File: src/rtl/fetch_unit.sv
// Instruction-fetch stage: owns the PC, addresses the combinational
// instruction ROM, and buffers {instr, pc} pairs in a small queue that
// decode drains over a valid/ready handshake. Redirects from execute
// flush the queue and reload the PC.
// Optional build macro FETCH_PERF_CNT_EN adds perf_fetched/perf_stall
// counters and their output ports.
module fetch_unit #(
  parameter logic [31:0] RESET_PC    = 32'h0000_0000,
  parameter int          QUEUE_DEPTH = 2,
  parameter int          ADDR_W      = 12
) (
  input  logic              clk,
  input  logic              reset,
  input  logic              fetch_en,
  input  logic              redirect_valid,
  input  logic [31:0]       redirect_pc,
  output logic [ADDR_W-1:0] imem_addr,
  input  logic [31:0]       imem_instr,
  output logic              id_valid,
  input  logic              id_ready,
  output logic [31:0]       id_instr,
  output logic [31:0]       id_pc,
`ifdef FETCH_PERF_CNT_EN
  output logic [31:0]       perf_fetched,
  output logic [31:0]       perf_stall,
`endif
  output logic [31:0]       id_pc_plus4
);

  localparam int PTR_W = (QUEUE_DEPTH > 1) ? $clog2(QUEUE_DEPTH) : 1;
  localparam int CNT_W = PTR_W + 1;
  localparam logic [CNT_W-1:0] DEPTH_C = CNT_W'(QUEUE_DEPTH);

  logic [31:0]      pc;
  logic [PTR_W-1:0] rd_ptr;
  logic [PTR_W-1:0] wr_ptr;
  logic [CNT_W-1:0] count;
  logic [31:0]      instr_q [QUEUE_DEPTH];
  logic [31:0]      pc_q    [QUEUE_DEPTH];
  logic             push;
  logic             pop;

  assign imem_addr   = pc[ADDR_W+1:2];
  assign id_valid    = (count != '0);
  assign id_instr    = instr_q[rd_ptr];
  assign id_pc       = pc_q[rd_ptr];
  assign id_pc_plus4 = id_pc + 32'd4;

  // A full queue may still accept a push when the head leaves in the same cycle.
  assign pop  = id_valid && id_ready;
  assign push = fetch_en && !redirect_valid && ((count < DEPTH_C) || pop);

  // Queue storage: written at the write pointer on every push.
  always_ff @(posedge clk or posedge reset) begin
    if (reset) begin
      for (int i = 0; i < QUEUE_DEPTH; i++) begin
        instr_q[i] <= '0;
        pc_q[i]    <= '0;
      end
    end else if (push) begin
      instr_q[wr_ptr] <= imem_instr;
      pc_q[wr_ptr]    <= pc;
    end
  end

  // PC, pointers and occupancy; a redirect overrides everything else.
  always_ff @(posedge clk or posedge reset) begin
    if (reset) begin
      pc     <= RESET_PC;
      rd_ptr <= '0;
      wr_ptr <= '0;
      count  <= '0;
    end else if (redirect_valid) begin
      pc     <= redirect_pc & ~32'd3;
      rd_ptr <= '0;
      wr_ptr <= '0;
      count  <= '0;
    end else begin
      if (push) begin
        wr_ptr <= wr_ptr + PTR_W'(1);
        pc     <= pc + 32'd4;
      end
      if (pop) begin
        rd_ptr <= rd_ptr + PTR_W'(1);
      end
      case ({push, pop})
        2'b10:   count <= count + CNT_W'(1);
        2'b01:   count <= count - CNT_W'(1);
        default: count <= count;
      endcase
    end
  end

`ifdef FETCH_PERF_CNT_EN
  // Fetch and stall counters; a stall is a wanted fetch blocked by a full queue.
  always_ff @(posedge clk or posedge reset) begin
    if (reset) begin
      perf_fetched <= '0;
      perf_stall   <= '0;
    end else begin
      if (push) begin
        perf_fetched <= perf_fetched + 32'd1;
      end
      if (fetch_en && !redirect_valid && !push) begin
        perf_stall <= perf_stall + 32'd1;
      end
    end
  end
`endif

endmodule
File: config.mk
export PLATFORM = sky130hd
export DESIGN_NAME = fetch_unit
export DESIGN_NICKNAME = d
export VERILOG_FILES = /design/src/rtl/fetch_unit.sv
export SDC_FILE = /design/constraint.sdc
export NUM_CORES = 1
export LEC_CHECK = 0
export CORE_MARGIN = 2
export CORE_UTILIZATION = 45
export CTS_BUF_LIST = sky130_fd_sc_hd__clkbuf_16
export CTS_CLUSTER_DIAMETER = 100
export DETAILED_ROUTE_END_ITERATION = 16
export PLACE_DENSITY = 0.74
export SLEW_MARGIN = 10
export SYNTH_ARGS = -nofsm -noshare
export SYNTH_HDL_FRONTEND = slang
export SYNTH_SLANG_ARGS = --single-unit
File: constraint.sdc
create_clock -name clk -period 9.6 [get_ports clk]
set_clock_uncertainty 0.2 [all_clocks]
set_input_delay 0.96 -clock clk [delete_from_list [all_inputs] [get_ports clk]]
set_output_delay 0.96 -clock clk [all_outputs]
set_load 0.02 [all_outputs]
==> results.yml <==
finish:
  diodes: 0
  drive_gt1_frac: 0.262
  synthToLayoutAreaGrowth_pct: 29.1
  fin_nets: 909
clocking:
  path_clk_slew_ns: 0.07
  tritoncts: "yes"
  clock_path_buffers: 2
  clk_latency_ns: 0.42
  root_buffer: "clkbuf_16"
  cts_buffers: 17
  cts_resized: 0
  h-tree-depth: 4
  cts_setup_buffers: 0
  ctsHoldBuffers: 0
  cts_sinks: 158
grt:
  grt_pass1_wl_um: 31100
  grt-busiest-layer: "met2"
  use_met1: 0.256
  grt_pass1_vias: 5914
  grt_antenna_before_repair: 0
  grt_use_total: 0.201
  grt_max_degree: 94
  grt_overflow: 0
  met2_usage: 0.329
  grt_util_met3: 0.0727
sta:
  worst_pin_slew_ns: 0.903
  maxSlewViolCount: 0
  max_freq_mhz: 191
  rsz0062_at_grt: "no"
  finalSetupViolations: 0
  fin_crit_sh: 0.545
  timing.final.crit_period_ns: 5.23
  holdWs_ns: 0.301
  hold_viol_final: 0
  finalSetupTns_ns: 0
  relSlewSlack: 0.398
power_and_ir_drop:
  leakagePower_nw: 4.25
  comb_power_share: 0.339
  p_per_area_nw_per_um2: 234
  power_switching_w: 0.000789
  peakVddDrop_mv: 0.137
  p_int_w: 0.00167
  power_frac_clock: 0.273
  sw_frac_of_total: 0.321
  seqPwrFrac: 0.388
logic_synthesis:
  synth_seq_area_share: 0.487
  synth_edf_count: 0
  synth_compound_area_frac: 0.0370
  synth_xor_area_frac: 0.0594
  yosysUniqueCellTypes: 45
  synth_top_family_by_area: "multiplexers"
  ys_seq_elements: 158
  yosys.area_share.simple: 0.107
  synth_fa_ha_area_frac: 0.00308
  netlist_instances: 689
  yosys_warnings: 0
  syn_area_per_cell_sq_um: 11.8
  syn_area_sq_um: 8120
  synthFlopType: "dfrtp_1"
  synth-async-reset-ratio: 1.00
  muxShareOfSynthArea: 0.258
drt:
  post_drt_wl_per_cell_um: 17.2
  dr_total_vias: 5767
  ant_nets: 0
  drcViolationCount: 0
  viasPerCell: 5.34
  drt_pass1_iterations: 5
  drt_iter0_markers: 288
  wl_um: 18500
worst_hold_path:
  holdPathStages: 1
  hold_class: "reg -> reg"
  min_from: "instr_q[26]"
  worstHoldEndpoint: "instr_q[26]"
floorplan:
  die_w_um: 138
  initial_utilization: 0.455
  fp.dieH_um: 138
  dieArea_sq_um: 19100
  io_pins: 178
  rows: 49
  core_sq_um: 17800
placement:
  gp_congestion: 0.775
  port_buffers: 171
  dp.final_hpwl_um: 12200
run:
  maxCapViolations: 0
worst_setup_path:
  regToRegSetupSlack_ns: 6.96
  crit_path_max_fanout: 56
  r2r_end: "instr_q[9]"
  cp.required_ns: 8.44
  startpoint_type: "register"
  path_class: "reg -> out"
  worstPathArrival_ns: 4.07
  r2r_cells: 6
  end_kind: "primary output"
  reg2reg_from: "count[1]"
outcome:
  status: "finished, final reports clean"
registers in the layout, summed over array words and instances (netlist names):
register  flops
wr_ptr        1
pc           30
pc_q         60
count         2
instr_q      64
rd_ptr        1
cells in the mapped netlist (all sizes together), types with 7 or more instances:
master | instances | share of area
inv | 23 | 0.011
xor2 | 12 | 0.013
mux2i | 16 | 0.020
mux2 | 172 | 0.24
clkbuf | 13 | 0.0060
a21oi | 7 | 0.0052
nand4 | 14 | 0.014
nand3 | 18 | 0.011
nor3 | 12 | 0.0093
nand2 | 60 | 0.028
xnor2 | 43 | 0.046
buf | 37 | 0.030
nor2 | 15 | 0.0069
dfrtp | 158 | 0.49
o21ai | 32 | 0.020
nor4 | 17 | 0.014
worst max-delay path: stages, from the launching register on:
cell and delay, ns:
dfrtp_4 0.68, buf_4 0.67, mux2i_1 0.24, a211oi_1 0.57, nand2_1 0.31, nor3_1 0.33, xor2_1 0.17, clkdlybuf4s50_1 0.61
per-stage QoR:
| step | utilization | instance area [sq um] | cells | setup WS [ns] | power [W] |
|---|---|---|---|---|---|
| 3_5_place_dp | 0.554 | 9890 | 1048 | 4.78 | 0.00180 |
| 2_1_floorplan | - | 8130 | 692 | 4.18 | 0.00146 |
| 4_1_cts | 0.587 | 10500 | 1080 | 4.30 | 0.00248 |
| 6_report | 0.587 | 10500 | 1080 | 4.37 | 0.00246 |
| 5_1_grt | 0.587 | 10500 | 1080 | 4.09 | 0.00259 |
| 3_3_place_gp | 0.554 | 9890 | 1048 | 4.80 | 0.00178 |
power by group through the flow:
stage               registers (W)  clock network, W  logic (W)
detailed placement       0.000964                 0   0.000836
floorplan                0.000921                 0   0.000538
finish                   0.000953          0.000670   0.000832
CTS                      0.000954          0.000688   0.000842
global placement         0.000957                 0   0.000828
global route             0.000979          0.000721   0.000891
worst max path at each step:
stage,startpoint,end,slack (ns),depth (start not counted)
after detailed placement,rd_ptr,id_pc_plus4[26],4.78,7
final,rd_ptr,id_pc_plus4[26],4.37,7
after global routing,rd_ptr,id_pc_plus4[26],4.09,7
after global placement,rd_ptr,id_pc_plus4[26],4.80,7
after floorplan,reset,count[0],4.18,1
after CTS,rd_ptr,id_pc_plus4[26],4.30,7
cell families (layout without fill, tap and decap cells):
kind of cell | Yosys count | count (layout)
AOI/OAI and AO/OA | 51 | 51
xor gates and xnor gates | 55 | 55
adders and majority gates | 2 | 2
buffers and inverters | 73 | 232
DFF | 158 | 158
muxes | 188 | 188
other | 1 | 4
and+or+nand+nor | 161 | 161
layout by cell type, fill, tap and decap left out, types with 2 or more instances in the layout:
master / Yosys / layout
clkdlybuf4s50_1: 0 / 170
clkbuf_16: 0 / 17
a21oi_1: 5 / 5
nand2b_1: 5 / 5
xor2_1: 12 / 12
nand4b_1: 5 / 5
xnor2_1: 43 / 43
nand2_1: 60 / 59
and3_1: 2 / 2
and4_1: 5 / 5
mux2i_1: 16 / 16
nor3_2: 3 / 2
clkinv_4: 0 / 5
a22oi_1: 2 / 2
o21ai_0: 17 / 17
nor4_1: 16 / 16
nand4_1: 12 / 12
o21ai_1: 15 / 15
mux2_2: 172 / 172
nor2b_1: 2 / 2
nor3_1: 9 / 9
buf_4: 17 / 6
inv_6: 0 / 4
nand3b_1: 2 / 2
bufinv_16: 0 / 2
nor2_1: 15 / 15
nand3_1: 18 / 18
a21oi_2: 2 / 2
ha_1: 2 / 2
clkinvlp_4: 0 / 2
dfrtp_1: 158 / 157
nand4_4: 2 / 2
inv_1: 23 / 23
conb_1: 1 / 4
a31oi_1: 2 / 2
area by class of cell:
cell class / count / area [sq um]
Fill cell: 1536 / 7360
Sequential cell: 158 / 3960
Multi-Input combinational cell: 461 / 3800
Timing Repair Buffer: 177 / 1750
Clock buffer: 17 / 425
Tap cell: 229 / 287
Clock inverter: 15 / 164
Inverter: 23 / 91.3
metal layers:
layer  vias up  routed length (um)
met5         -                   0
met3        15                1360
met2       169                8960
met4         0                 155
li1       2711                   -
met1      2872                8060
Note: power is estimated with default switching activity, not from simulation.
